## src/rtl/pzc_tail_gen_if.sv

```systemverilog
// Sample-stream bundle for the pole-zero tail generator: an input sample
// with its valid strobe, and the shaped output with its valid strobe.
interface pzc_tail_gen_if #(
   parameter int NBITS_IN  = 12,
   parameter int NBITS_OUT = 28
);
   logic                        in_valid;
   logic signed [NBITS_IN-1:0]  in;
   logic signed [NBITS_OUT-1:0] io_out;
   logic                        out_valid;

   // master sources samples and consumes the shaped result; slave is the generator
   modport master (
      output in_valid,
      output in,
      input  io_out,
      input  out_valid
   );

   modport slave (
      input  in_valid,
      input  in,
      output io_out,
      output out_valid
   );
endinterface

```

## src/rtl/pzc_tail_gen.sv

```systemverilog
// Exponential tail generator: a leaky accumulator emulating alpha = M/(M+1)
// decay, with run/drain sequencing, output clamping and an activity mask.
module pzc_tail_gen #(
   parameter int NBITS_IN    = 12,
   parameter int NBITS_OUT   = 28,
   parameter int M_FACTOR    = 454,
   parameter int FRAC_BITS   = 16,
   parameter int SETTLE_THR  = 512,
   parameter int DRAIN_MAX   = 4095,
   parameter int HOLD_CYCLES = 16
) (
   input  logic                clk,
   input  logic                rst,
   input  logic                en,
   input  logic                sat_clr,
   pzc_tail_gen_if.slave       bus,
   output logic                bt_mask_out,
   output logic                busy,
   output logic                sat_flag,
   output logic [15:0]         sat_cnt
);

   localparam int RECIP = ((2 ** FRAC_BITS) + ((M_FACTOR + 1) / 2)) / (M_FACTOR + 1);
   localparam int SW    = NBITS_OUT + 2;
   localparam int PW    = NBITS_OUT + FRAC_BITS + 2;
   localparam int DW    = $clog2(DRAIN_MAX + 1);
   localparam int HW    = $clog2(HOLD_CYCLES + 1);

   localparam logic signed [PW-1:0] RECIP_W = PW'(RECIP);
   localparam logic signed [SW-1:0] ACC_MAX = {3'b000, {(NBITS_OUT-1){1'b1}}};
   localparam logic signed [SW-1:0] ACC_MIN = {3'b111, {(NBITS_OUT-1){1'b0}}};
   localparam logic signed [NBITS_OUT:0] THR_W = (NBITS_OUT+1)'(SETTLE_THR);
   localparam logic [DW-1:0] DRAIN_LAST = DW'(DRAIN_MAX - 1);
   localparam logic [HW-1:0] HOLD_LOAD  = HW'(HOLD_CYCLES);

   typedef enum logic [1:0] {
      IDLE  = 2'd0,
      RUN   = 2'd1,
      DRAIN = 2'd2
   } state_t;

   state_t                      state_reg, state_next;
   logic signed [NBITS_OUT-1:0] acc_reg, acc_next;
   logic signed [NBITS_IN-1:0]  x_reg;
   logic                        v1_reg;
   logic                        out_valid_reg, out_valid_next;
   logic [HW-1:0]               hold_reg, hold_next;
   logic [DW-1:0]               drain_reg, drain_next;
   logic                        sat_flag_reg, sat_flag_next;
   logic [15:0]                 sat_cnt_reg, sat_cnt_next;

   // datapath for one decay step
   logic signed [NBITS_IN-1:0]  x_sel;
   logic signed [PW-1:0]        acc_wide;
   logic signed [PW-1:0]        prod_w;
   logic signed [PW-1:0]        decay_w;
   logic signed [SW-1:0]        sum_w;
   logic signed [NBITS_OUT-1:0] acc_clamped;
   logic                        clamp_hit;
   logic                        upd;
   logic signed [NBITS_OUT:0]   acc_ext;
   logic signed [NBITS_OUT:0]   acc_mag;
   logic                        settled;

   // drain steps feed zero; run steps feed the registered sample
   assign x_sel    = (state_reg == RUN) ? x_reg : '0;
   assign acc_wide = PW'(acc_reg);
   assign prod_w   = acc_wide * RECIP_W;
   assign decay_w  = prod_w >>> FRAC_BITS;
   assign sum_w    = SW'(acc_reg) - SW'(decay_w) + SW'(x_sel);

   always_comb begin
      acc_clamped = sum_w[NBITS_OUT-1:0];
      clamp_hit   = 1'b0;
      if (sum_w > ACC_MAX) begin
         acc_clamped = ACC_MAX[NBITS_OUT-1:0];
         clamp_hit   = 1'b1;
      end else if (sum_w < ACC_MIN) begin
         acc_clamped = ACC_MIN[NBITS_OUT-1:0];
         clamp_hit   = 1'b1;
      end
   end

   // one extra bit so the most negative accumulator value has a magnitude
   assign acc_ext = (NBITS_OUT+1)'(acc_reg);
   assign acc_mag = (acc_ext < 0) ? -acc_ext : acc_ext;
   assign settled = (acc_mag <= THR_W);

   always_comb begin
      state_next     = state_reg;
      acc_next       = acc_reg;
      out_valid_next = 1'b0;
      hold_next      = (hold_reg != '0) ? hold_reg - HW'(1) : '0;
      drain_next     = drain_reg;
      upd            = 1'b0;
      case (state_reg)
         IDLE: begin
            acc_next   = '0;
            hold_next  = '0;
            drain_next = '0;
            if (en) begin
               state_next = RUN;
            end
         end
         RUN: begin
            if (v1_reg) begin
               upd            = 1'b1;
               acc_next       = acc_clamped;
               out_valid_next = 1'b1;
               if (x_reg != '0) begin
                  hold_next = HOLD_LOAD;
               end
            end
            if (!en) begin
               state_next = DRAIN;
               drain_next = '0;
            end
         end
         DRAIN: begin
            if (en) begin
               state_next = RUN;
            end else if (settled || (drain_reg == DRAIN_LAST)) begin
               state_next = IDLE;
               acc_next   = '0;
               hold_next  = '0;
            end else begin
               upd            = 1'b1;
               acc_next       = acc_clamped;
               out_valid_next = 1'b1;
               drain_next     = drain_reg + DW'(1);
            end
         end
         default: begin
            state_next = IDLE;
            acc_next   = '0;
         end
      endcase
   end

   // a clamp in the same cycle as a clear wins and counts as the first event
   always_comb begin
      sat_flag_next = sat_flag_reg;
      sat_cnt_next  = sat_cnt_reg;
      if (upd && clamp_hit) begin
         sat_flag_next = 1'b1;
         if (sat_clr) begin
            sat_cnt_next = 16'd1;
         end else if (sat_cnt_reg != 16'hFFFF) begin
            sat_cnt_next = sat_cnt_reg + 16'd1;
         end
      end else if (sat_clr) begin
         sat_flag_next = 1'b0;
         sat_cnt_next  = 16'd0;
      end
   end

   always_ff @(posedge clk or negedge rst) begin
      if (!rst) begin
         x_reg  <= '0;
         v1_reg <= 1'b0;
      end else begin
         x_reg  <= bus.in;
         v1_reg <= bus.in_valid & en;
      end
   end

   always_ff @(posedge clk or negedge rst) begin
      if (!rst) begin
         state_reg     <= IDLE;
         acc_reg       <= '0;
         out_valid_reg <= 1'b0;
         hold_reg      <= '0;
         drain_reg     <= '0;
         sat_flag_reg  <= 1'b0;
         sat_cnt_reg   <= 16'd0;
      end else begin
         state_reg     <= state_next;
         acc_reg       <= acc_next;
         out_valid_reg <= out_valid_next;
         hold_reg      <= hold_next;
         drain_reg     <= drain_next;
         sat_flag_reg  <= sat_flag_next;
         sat_cnt_reg   <= sat_cnt_next;
      end
   end

   assign bus.io_out    = acc_reg;
   assign bus.out_valid = out_valid_reg;
   assign bt_mask_out   = (hold_reg != '0) && (state_reg != IDLE);
   assign busy          = (state_reg != IDLE);
   assign sat_flag      = sat_flag_reg;
   assign sat_cnt       = sat_cnt_reg;

endmodule

```

## src/flat_wrapper.sv

```systemverilog
// flat-port wrapper written by rule: the top's interface ports become plain ports
module pzc_tail_gen_flat 
#(
   parameter int NBITS_IN    = 12,
   parameter int NBITS_OUT   = 28,
   parameter int M_FACTOR    = 454,
   parameter int FRAC_BITS   = 16,
   parameter int SETTLE_THR  = 512,
   parameter int DRAIN_MAX   = 4095,
   parameter int HOLD_CYCLES = 16
)
  (clk, rst, en, sat_clr, bt_mask_out, busy, sat_flag, sat_cnt, bus_in_valid, bus_in, bus_io_out, bus_out_valid);
  pzc_tail_gen_if #(.NBITS_IN(NBITS_IN), .NBITS_OUT(NBITS_OUT)) bus_i ();
  input  logic clk;
  input  logic rst;
  input  logic en;
  input  logic sat_clr;
  output logic bt_mask_out;
  output logic busy;
  output logic sat_flag;
  output logic [15:0] sat_cnt;
  input wire logic [$bits(bus_i.in_valid)-1:0] bus_in_valid;
  input wire logic [$bits(bus_i.in)-1:0] bus_in;
  output wire logic [$bits(bus_i.io_out)-1:0] bus_io_out;
  output wire logic [$bits(bus_i.out_valid)-1:0] bus_out_valid;
  assign bus_i.in_valid = bus_in_valid;
  assign bus_i.in = bus_in;
  assign bus_io_out = bus_i.io_out;
  assign bus_out_valid = bus_i.out_valid;
  pzc_tail_gen #(.NBITS_IN(NBITS_IN), .NBITS_OUT(NBITS_OUT), .M_FACTOR(M_FACTOR), .FRAC_BITS(FRAC_BITS), .SETTLE_THR(SETTLE_THR), .DRAIN_MAX(DRAIN_MAX), .HOLD_CYCLES(HOLD_CYCLES)) u_core (.clk(clk), .rst(rst), .en(en), .sat_clr(sat_clr), .bus(bus_i), .bt_mask_out(bt_mask_out), .busy(busy), .sat_flag(sat_flag), .sat_cnt(sat_cnt));
endmodule
```

## config.mk

```make
export PLATFORM = sky130hd
export DESIGN_NAME = pzc_tail_gen_flat
export DESIGN_NICKNAME = d
export VERILOG_FILES = /design/src/rtl/pzc_tail_gen_if.sv /design/src/rtl/pzc_tail_gen.sv /design/src/flat_wrapper.sv
export SDC_FILE = /design/constraint.sdc
export NUM_CORES = 1
export LEC_CHECK = 0
export CORE_ASPECT_RATIO = 0.5
export CORE_MARGIN = 1
export CORE_UTILIZATION = 50
export DETAILED_ROUTE_END_ITERATION = 10
export MAX_ROUTING_LAYER = met4
export PLACE_DENSITY = 0.76
export RECOVER_POWER = 50
export SYNTH_ARGS = -nofsm -noshare
export SYNTH_HDL_FRONTEND = slang
export SYNTH_SLANG_ARGS = --single-unit
```

## constraint.sdc

```tcl
create_clock -name clk -period 8.95 [get_ports clk]
set_input_delay 2.2375 -clock clk [delete_from_list [all_inputs] [get_ports clk]]
set_output_delay 2.2375 -clock clk [all_outputs]
set_load 0.03 [all_outputs]
```

==> results.toml, run 1 <==
[global_route]
grt_max_degree = 79
grt_usage_pct = 30.2
antenna_found_initial = 1
grt_pass1_wl_mm = 39.5
grt_remaining_overflow = 0
grt_pass1_vias = 7737

[min_path]
hold_class = "reg2reg"

[clock_network]
cts-root-buf = "clkbuf_16"
cts_setup_buffers = 0
clkTransAtPathRegs_ns = 0.07
clockBufferDepth = 2
cts.sinks = 78
clk-insertion-delay-late_ns = 0.35
htreeDepth = 3
cts_made_buffers = 9
cts_tree = "done"

[synth]
synthArstFlopShare_pct = 100
yosysWarnings = 0
synthCells = 993
synth_top_area_cell = "dfrtp_1"
synth_edf_count = 0
yosysUniqueCellTypes = 80
ys_top_cells_by_area = "dfrtp_1 (23%), ha_1 (18%), xnor2_1 (4.3%)"
syn_avg_cell_area_um2 = 8.41
ys_seq_elements = 78
syn_nets = 1130
yosysTopAreaCellShare_pct = 23.4
ys_seq_area_share_pct = 23.4
netlist_area_um2 = 8350
synth_ff_type = "dfrtp_1"

[placed_design]
gp_congestion = 0.967
placed_area_um2 = 9410
placed_cells = 1285
io_buffer_count = 64
hpwlAfterDp_mm = 18.7
post-place-ws_ns = 0.274

[critical_path]
worst-path-max-fanout = 18
endpoint_kind = "register"
critPathMaxStageDelay_ns = 0.49
cp_slowest_cell = "a211oi_1"
arrival_ns = 8.67
cp.required_ns = 9.16
start_kind = "register"
path_class = "reg2reg"

[layout]
drive_gt1_share_pct = 7.87
syn_to_final_growth_pct = 16.7
largest_register_ffs = 28
final_core_util_pct = 61.5
nNetsFinal = 1212
final_area_um2 = 9740
final_cells = 1302

[detailed_routing]
num_vias = 8114
drt_pre_antenna_iters = 6
drt-total-wl_mm = 24.7
drcViolationCount = 0
first_iter_violations = 694
postRouteAntennaNets = 0
avgRoutedWirePerCell_um = 19.0
vias_per_cell = 6.23

[pwr]
power_density_nw_per_um2 = 439
power.total_uw = 4270
cellLeakagePower_uw = 0.00442
ir_worst_vdd_mv = 0.203

[sta]
setup_viol = 0
fin_skew_ns = 0.0113
fmax_ghz = 0.118
slew_headroom_pct = -185
hold_viol = 0
tightest_slew_ns = 4.27
layout_worst_path_cycle_share_pct = 94.5
fin_crit_ns = 8.46
slew_violations = 79
fin_ws_ns = 0.491

[floorplanning]
chipHeight_um = 93.4
boundaryPins = 65
initial_core_util_pct = 52.7
fp-row-count = 32
dieArea_um2 = 17300
core_um2 = 15900
die_x_um = 185

[status]
outcome = "finished with violations"
violations = "capacitance limit, slew limit"

[job]
cap_violations = 1
-- layout make-up --
class / count / area (um^2)
Inverter: 38 / 143
Multi-Input combinational cell: 851 / 6180
Clock buffer: 10 / 229
Antenna cell: 1 / 2.50
Timing Repair Buffer: 97 / 895
Sequential cell: 78 / 1950
Clock inverter: 6 / 68.8
Tap cell: 221 / 277
Fill cell: 1420 / 6110
-- worst max-delay path, delay by kind of cell, from the launching register on --
family | cells | cell delay, ns
AO/OA/AOI/OAI | 17 | 4.54
adder cells (fa/ha/maj) | 4 | 1.35
AND/OR/NAND/NOR | 6 | 1.02
buffers and inverters | 2 | 0.44
flip-flops | 1 | 0.41
multiplexers | 1 | 0.31
XOR/XNOR | 2 | 0.28
-- per-stage QoR --
step                      hold slack, ns  TNS, ns
after floorplan                    0.437        0
after global placement             0.454        0
after detailed placement           0.462        0
after CTS                          0.469        0
after global routing               0.507  -0.0226
final                              0.473        0
-- where the power goes --
group	total, uW	internal [uW]	leakage [uW]	switching, uW
combinational	3430	1370	0.00323	2060
clock	378	218	0.000143	160
sequential	464	406	0.00104	57.6
-- logic make-up after synthesis --
group                      count (synthesis)  share of synthesized area, %
AOI/OAI and AO/OA                        284                          23.6
DFF                                       78                          23.4
buffers and inverters                     64                          3.13
adders and majority gates                120                          18.2
and+or+nand+nor                          364                          22.8
xor gates and xnor gates                  73                          7.66
muxes                                     10                          1.35
-- cells in the final DEF (no fill, tap or decap), types with 4 or more instances in the layout --
master           Yosys  final
a21o_1              28     28
nand2b_1            16     16
nor4_1              11     10
ha_1               118    118
mux2_2               4      4
a221oi_1             6      4
or2_2                4      4
nand4_1             11     11
a31oi_1              4      4
buf_4                2     32
o311ai_0             6      6
o21a_1              12     12
o221ai_1             6      6
or3_1               12     12
nor2b_1             16     16
or4_1                7      7
o21bai_1             7      7
dfrtp_1             78     78
o41ai_1              9      9
dlygate4sd3_1        0     24
nand2_1             90     90
xor2_1              32     32
o21ai_0             54     53
a211oi_1            10     10
nor4_2               3      4
and3_1              12     12
o211ai_1            26     26
and2_1              19     19
clkbuf_16            0      9
nor3_1              23     22
nor4b_1              4      4
inv_1               38     38
xnor2_1             41     40
o31ai_1              5      5
nor2_1              77     76
a21oi_1             71     71
clkdlybuf4s50_1      0     39
nand3_1             39     39
-- metal layers --
| metal | GRT usage, % | up-vias | share of wire (%) |
|---|---|---|---|
| met5 | - | - | 0 |
| met4 | 5.44 | 0 | 1.2 |
| met3 | 5.26 | 33 | 8.5 |
| met2 | 45.9 | 330 | 43 |
| met1 | 42.5 | 3877 | 47 |
| li1 | - | 3874 | - |
-- timing repair --
| action | CTS | global route |
|---|---|---|
| gates resized for setup | 0 | 7 |
| setup endpoints to repair | 0 | 18 |
| hold buffers | 0 | 0 |
-- cells in the mapped netlist (3+ instances only) --
cell       number
nand2b_1       16
o31ai_1         5
a41oi_1         3
a21oi_1        71
dfrtp_1        78
o221ai_1        6
a21o_1         28
or2_2           4
a2111oi_0       4
a31oi_1         4
inv_1          38
clkbuf_1       18
nor4b_1         4
nor3b_1         3
nor2b_1        16
buf_2           5
nor4_2          3
o22ai_1         3
a211oi_1       10
mux2_2          4
and3_1         12
a221oi_1        6
o41ai_1         9
o211ai_1       26
xnor2_1        41
xor2_1         32
nand4b_1        3
o311ai_0        6
and2_1         19
nor3_1         23
ha_1          118
o21bai_1        7
mux2i_1         3
nor4_1         11
o21ai_0        54
nand4_1        11
or4_1           7
nand2_1        90
nor2_1         77
nand3_1        39
o21a_1         12
or3_1          12
-- final timing paths --
check | start | to | slack (ns) | depth (start not counted)
max in group asynchronous | rst | u_core.bus.io_out[20]$_DFFE_PN0P_ | 3.17 | 1
hold reg to reg | u_core.hold_reg[0]$_DFF_PN0_ | u_core.hold_reg[0]$_DFF_PN0_ | 0.47 | 1
setup reg to reg | u_core.bus.io_out[6]$_DFFE_PN0P_ | u_core.sat_cnt[6]$_DFFE_PN0P_ | 0.49 | 32
setup / recovery | u_core.bus.io_out[6]$_DFFE_PN0P_ | u_core.sat_cnt[6]$_DFFE_PN0P_ | 0.49 | 32
min in group asynchronous | rst | u_core.sat_cnt[1]$_DFFE_PN0P_ | 3.40 | 1
hold / removal | u_core.hold_reg[0]$_DFF_PN0_ | u_core.hold_reg[0]$_DFF_PN0_ | 0.47 | 1
Power figures use the tool's default switching activity.
==> run 2, diff against run 1 <==
HOLD_SLACK_MARGIN = 0.12   (was not set)
==> results of run 2 <==
Final layout, timing and power as in run 1 (identical DEF).
==> run 3, diff against run 2 <==
CTS_BUF_LIST = sky130_fd_sc_hd__clkbuf_4 sky130_fd_sc_hd__clkbuf_8 sky130_fd_sc_hd__clkbuf_16   (was not set)
SKIP_CTS_REPAIR_TIMING = 1   (was not set)
==> results.toml, run 3 (synthesized netlist as in run 1, its figures left out) <==
[status]
outcome = "finished with violations"
violations = "capacitance limit, slew limit"

[critical_path]
endpoint_kind = "register"
critPathMaxStageDelay_ns = 0.51
regToRegSetupSlack_ns = 0.44
cp-startpoint = "u_core.bus.io_out[6]$_DFFE_PN0P_"
start_kind = "register"
path_class = "reg2reg"
arrival_ns = 8.71
r2r_start = "u_core.bus.io_out[6]$_DFFE_PN0P_"
worst-path-max-fanout = 18
r2r_end = "u_core.sat_cnt[6]$_DFFE_PN0P_"
worst_r2r_path_depth = 32
cp.required_ns = 9.16
endpoint = "u_core.sat_cnt[6]$_DFFE_PN0P_"
cp_slowest_cell = "a211oi_1"

[floorplanning]
fp-row-count = 32
core_um2 = 15900
chipHeight_um = 93.4
boundaryPins = 65
dieArea_um2 = 17300
initial_core_util_pct = 52.7
die_x_um = 185

[placed_design]
placed_cells = 1285
io_buffer_count = 64
hpwlAfterDp_mm = 18.7
gp_congestion = 0.967
placed_area_um2 = 9410

[global_route]
grt_max_degree = 79
grt_remaining_overflow = 0
grt_usage_pct = 30.2
grt_pass1_wl_mm = 39.6
antenna_found_initial = 1
grt_pass1_vias = 7738

[sta]
whs_ns = 0.474
slew_violations = 79
fin_skew_ns = 0.0106
fmax_ghz = 0.118
layout_worst_path_cycle_share_pct = 95.0
setup_viol = 0
slew_headroom_pct = -187
hold_viol = 0
fin_crit_ns = 8.51
tightest_slew_ns = 4.30

[layout]
drive_gt1_share_pct = 7.96
final_area_um2 = 9750
layout_commonest_cell = "ha_1"
final_cells = 1302
final_cell_mix = "ha_1 (118), nand2_1 (90), dfrtp_1 (78)"
final_core_util_pct = 61.5
syn_to_final_growth_pct = 16.7
nNetsFinal = 1212
largest_register_ffs = 28

[detailed_routing]
postRouteAntennaNets = 0
drcViolationCount = 0
drt-total-wl_mm = 24.7
num_vias = 8110
vias_per_cell = 6.23
first_iter_violations = 682
drt_pre_antenna_iters = 5
avgRoutedWirePerCell_um = 18.9

[pwr]
power_density_nw_per_um2 = 438
cellLeakagePower_uw = 0.00442
ir_worst_vdd_mv = 0.203

[clock_network]
cts-root-buf = "clkbuf_16"
htreeDepth = 3
clkTransAtPathRegs_ns = 0.07
clk-insertion-delay-late_ns = 0.34
clockBufferDepth = 2
cts_made_buffers = 9
cts_tree = "done"
cts.sinks = 78

[min_path]
hold_class = "reg2reg"

[job]
cap_violations = 1
run 3: changes by cell type in the layout (fill, tap and decap cells not counted):
cell and delta:
clkbuf_1 -1, clkbuf_4 +1
run 3: layout make-up:
class | count | area [um^2]
Antenna cell | 1 | 2.50
Clock buffer | 10 | 233
Clock inverter | 6 | 68.8
Fill cell | 1421 | 6110
Inverter | 38 | 143
Multi-Input combinational cell | 851 | 6180
Sequential cell | 78 | 1950
Tap cell | 221 | 277
Timing Repair Buffer | 97 | 895
run 3: per-layer routing:
layer	global-route usage, %	up-vias	part of all wire (%)
li1	-	3882	-
met1	42.5	3880	47
met2	45.8	315	43
met3	5.26	33	8.8
met4	5.44	0	1.1
met5	-	-	0
run 3: power by group:
group | total (uW) | internal, uW | switching, uW
clock network | 380 | 221 | 159
registers | 464 | 406 | 58.4
logic | 3430 | 1370 | 2050
run 3: how the worst min path moves through the flow:
stage / end / slack [ns] / cells past startpoint / startpoint
final: u_core.hold_reg[0]$_DFF_PN0_ / 0.47 / 1 / u_core.hold_reg[0]$_DFF_PN0_
after global routing: u_core.hold_reg[0]$_DFF_PN0_ / 0.51 / 1 / u_core.hold_reg[0]$_DFF_PN0_
after CTS: u_core.hold_reg[0]$_DFF_PN0_ / 0.47 / 1 / u_core.hold_reg[0]$_DFF_PN0_
after detailed placement: u_core.hold_reg[0]$_DFF_PN0_ / 0.46 / 1 / u_core.hold_reg[0]$_DFF_PN0_
after global placement: u_core.hold_reg[0]$_DFF_PN0_ / 0.45 / 1 / u_core.hold_reg[0]$_DFF_PN0_
after floorplan: u_core.hold_reg[0]$_DFF_PN0_ / 0.44 / 1 / u_core.hold_reg[0]$_DFF_PN0_
run 3: critical path, delay by kind of cell (launching register included):
| family | cells | cell delay (ns) |
|---|---|---|
| AO/OA/AOI/OAI | 17 | 4.55 |
| adder cells (fa/ha/maj) | 4 | 1.34 |
| AND/OR/NAND/NOR | 6 | 1.02 |
| buffers and inverters | 2 | 0.44 |
| flip-flops | 1 | 0.41 |
| multiplexers | 1 | 0.31 |
| XOR/XNOR | 2 | 0.29 |
run 3: per-stage QoR:
step	TNS, ns	power, uW	setup WS [ns]
6_report	0	4270	0.444
5_1_grt	-0.0197	4610	-0.00921
4_1_cts	0	4180	0.180
3_5_place_dp	0	3770	0.274
3_3_place_gp	0	3710	0.405
2_1_floorplan	0	2940	1.10
==> patch 1: new RTL, flow settings as in run 1 <==
Encoding of `state_t`: now one-hot (3 bits for 3 states).
--- a/src/rtl/pzc_tail_gen.sv
+++ b/src/rtl/pzc_tail_gen.sv
@@ -34,8 +34,8 @@
    localparam logic [HW-1:0] HOLD_LOAD  = HW'(HOLD_CYCLES);
 
-   typedef enum logic [1:0] {
-      IDLE  = 2'd0,
-      RUN   = 2'd1,
-      DRAIN = 2'd2
+   typedef enum logic [2:0] {
+      IDLE  = 3'b001,
+      RUN   = 3'b010,
+      DRAIN = 3'b100
    } state_t;
 
Function: same outputs for any inputs over 4 cycles, from zero or initial values and one cycle with rst low; so few cycles prove little.
==> patch 1 against run 1 <==
The run still ends with capacitance limit, slew limit left. Sequential cell count grew 1. Utilization shrank 0.55 points. Routed wire length shrank 4.5%. Worst setup slack lost 0.010 ns. Cell area shrank 0.90%. Non-clock buffer count shrank 11. Synthesized area shrank 0.18%. Largest cell class unchanged.
Power is not compared: it rests on default switching activity, and its combinational part moved more than twofold at a synthesized area within 25%.
==> patch 1: results <==
{
  "synth_cells": 985,
  "pre_cts_slack_ns": 0.238,
  "arrival_ns": 8.73,
  "critical_path.slowest_cell": "dfrtp_1",
  "grt_usage": 0.292,
  "first_iter_violations": 673,
  "max_stage_delay_ns": 0.61,
  "failed_checks": "capacitance limit, slew limit",
  "vias_per_cell": 6.30,
  "place_inst": 1257,
  "synthTopCellsByCount": "ha_1, nor2_1, a21oi_1, dfrtp_1, nand2_1",
  "dpl.hpwl_um": 17800,
  "placed_area_um2": 9250,
  "firstDrtPassIters": 5,
  "skew_ns": 0.00590,
  "start_kind": "flop",
  "avgRoutedWirePerCell_um": 18.5,
  "slew_violations": 80,
  "grt_pass1_wl_um": 38000,
  "synth_xor_area_frac": 0.0777,
  "syn-num-nets": 1120,
  "wirelength_um": 23600,
  "synth_compound_area_frac": 0.247,
  "nets": 1185,
  "final_layout_size_suffix_gt1_frac": 0.0655,
  "critPathMaxFanout": 29,
  "synth_fa_ha_area_frac": 0.179,
  "ys_types": 79,
  "grt_max_degree": 80,
  "leakage_nw": 4.61,
  "ys_top_cells_by_area": "dfrtp_1, ha_1, a21oi_1",
  "status": "complete, but fails checks",
  "cap_violations": 1
}
[patch 1: area by class of cell]
class | instances | area, µm²
Antenna cell | 1 | 2.50
Timing Repair Buffer | 86 | 800
Clock buffer | 9 | 225
Multi-Input combinational cell | 837 | 6140
Tap cell | 221 | 277
Sequential cell | 79 | 1980
Clock inverter | 6 | 92.6
Inverter | 37 | 140
Fill cell | 1420 | 6200
[patch 1: what timing repair did]
action / CTS / global route
gates resized for setup: 0 / 17
setup buffers: 0 / 3
hold buffers: 0 / 0
endpoints found under the setup margin: 0 / 44
endpoints found under the hold margin: 0 / 0
[patch 1: routing by layer]
metal,wire (µm),up-vias,GRT usage
met4,255,0,0.0517
met2,9810,294,0.425
met3,1810,26,0.0541
met5,0,-,-
li1,-,3855,-
met1,11700,3866,0.422
[patch 1: worst paths after layout]
kind / to / slack [ns] / depth (start not counted)
max: u_core.sat_cnt[10]$_DFFE_PN0P_ / 0.48 / 36
min reg2reg: u_core.hold_reg[0]$_DFF_PN0_ / 0.46 / 1
min: u_core.hold_reg[0]$_DFF_PN0_ / 0.46 / 1
max reg2reg: u_core.sat_cnt[10]$_DFFE_PN0P_ / 0.48 / 36
max in group asynchronous: u_core.bus.io_out[7]$_DFFE_PN0P_ / 2.92 / 1
min in group asynchronous: u_core.sat_cnt[8]$_DFFE_PN0P_ / 3.34 / 1
[patch 1: power groups by stage]
stage / clock (mW) / combinational, mW / sequential, mW
3_3_place_gp: 0 / 3.12 / 0.432
3_5_place_dp: 0 / 3.17 / 0.432
5_1_grt: 0.429 / 1.43 / 0.419
4_1_cts: 0.414 / 3.19 / 0.426
6_report: 0.410 / 1.31 / 0.413
2_1_floorplan: 0 / 0.921 / 0.417
==> patch 2: new RTL, settings of run 1 <==
Made on the original files. `DRAIN_MAX` is set to 4095 in 2 places; all go to 1023.
--- a/src/rtl/pzc_tail_gen.sv
+++ b/src/rtl/pzc_tail_gen.sv
@@ -7,5 +7,5 @@
    parameter int FRAC_BITS   = 16,
    parameter int SETTLE_THR  = 512,
-   parameter int DRAIN_MAX   = 4095,
+   parameter int DRAIN_MAX   = 1023,
    parameter int HOLD_CYCLES = 16
 ) (
--- a/src/flat_wrapper.sv
+++ b/src/flat_wrapper.sv
@@ -7,5 +7,5 @@
    parameter int FRAC_BITS   = 16,
    parameter int SETTLE_THR  = 512,
-   parameter int DRAIN_MAX   = 4095,
+   parameter int DRAIN_MAX   = 1023,
    parameter int HOLD_CYCLES = 16
 )
Check against the original RTL: no difference found for any inputs over 4 cycles, from zero or initial values and one cycle with rst low; that may be too few to reach the edited logic, so the function may still have changed.
==> patch 2 against run 1 <==
The run still ends with capacitance limit, slew limit left. Routed wire length is 0.98% lower. Clock skew is 0.0035 ns lower. Synthesized cell count is 0.81% higher. Synthesized area is 2.5% higher. Worst setup slack better by 0.10 ns. Worst hold slack worse by 0.0013 ns. Cell area hardly changed. Sequential cell count is 2 lower. Largest cell class unchanged.
Power is left out: the tool's default activity adds up to more than one toggle a clock period on the data nets, which glitch-free logic cannot reach.
==> patch 2: results <==
{
  "met3_length_um": 1770,
  "cap_violations": 1,
  "first_iter_violations": 665,
  "die_w_um": 187,
  "n_clock_buffer": 12,
  "final_layout_size_suffix_gt1_frac": 0.0636,
  "status": "complete, but fails checks",
  "fillers": 1471,
  "slew_headroom": -1.72,
  "r2r_start": "u_core.bus.io_out[5]$_DFFE_PN0P_",
  "critical_path.slowest_cell": "dfrtp_1",
  "placed_area_um2": 9450,
  "use_met3": 0.0461,
  "crit_path_end": "u_core.sat_cnt[10]$_DFFE_PN0P_",
  "grt_usage": 0.291,
  "buffers": 79,
  "synthMuxAreaShare": 0.0142,
  "synthTopCellsByCount": "ha_1, nor2_1, a21oi_1, dfrtp_1, nand2_1",
  "wl_met1_um": 12000,
  "dpl.hpwl_um": 18900,
  "skew_ns": 0.00780,
  "use_met2": 0.449,
  "seq_cells": 76,
  "arrival_ns": 8.58,
  "antenna_found_initial": 0,
  "grt_pass1_wl_um": 39600,
  "buffer_area_frac": 0.0767,
  "seq_share": 0.195,
  "synth_fa_ha_area_frac": 0.180,
  "failed_checks": "capacitance limit, slew limit",
  "yosysSeqAreaShare": 0.222,
  "ys_types": 83,
  "use_met1": 0.405,
  "slew_violations": 77
}
[patch 2: changes by cell type after synthesis, sizes merged, moves of 10 or more]
| cell | before | now |
|---|---|---|
| nand3 | 39 | 28 |
| nand2 | 91 | 53 |
| o21a | 12 | 22 |
| inv | 38 | 51 |
| a21oi | 71 | 84 |
| xnor2 | 41 | 52 |
| a221o | 2 | 25 |
[patch 2: through the flow]
stage	worst slack, ns	util	instances	hold WS (ns)
after floorplan	1.45	-	1001	0.437
after global placement	0.964	0.571	1280	0.454
after detailed placement	0.703	0.571	1280	0.470
after CTS	0.631	0.588	1296	0.479
final	0.594	0.588	1296	0.472
after global routing	0.0462	0.588	1296	0.505
[patch 2: timing repair]
item	CTS	global route
endpoints found under the hold margin	0	0
setup endpoints to repair	0	2
gates resized for setup	0	1
[patch 2: cells by family (layout without fill, tap and decap cells)]
kind of cell	after synthesis	count (layout)
xor+xnor	78	78
mux	11	11
fa+ha+maj	122	122
flops	76	76
simple gates	314	314
compound gates	321	321
buf+inv	79	147
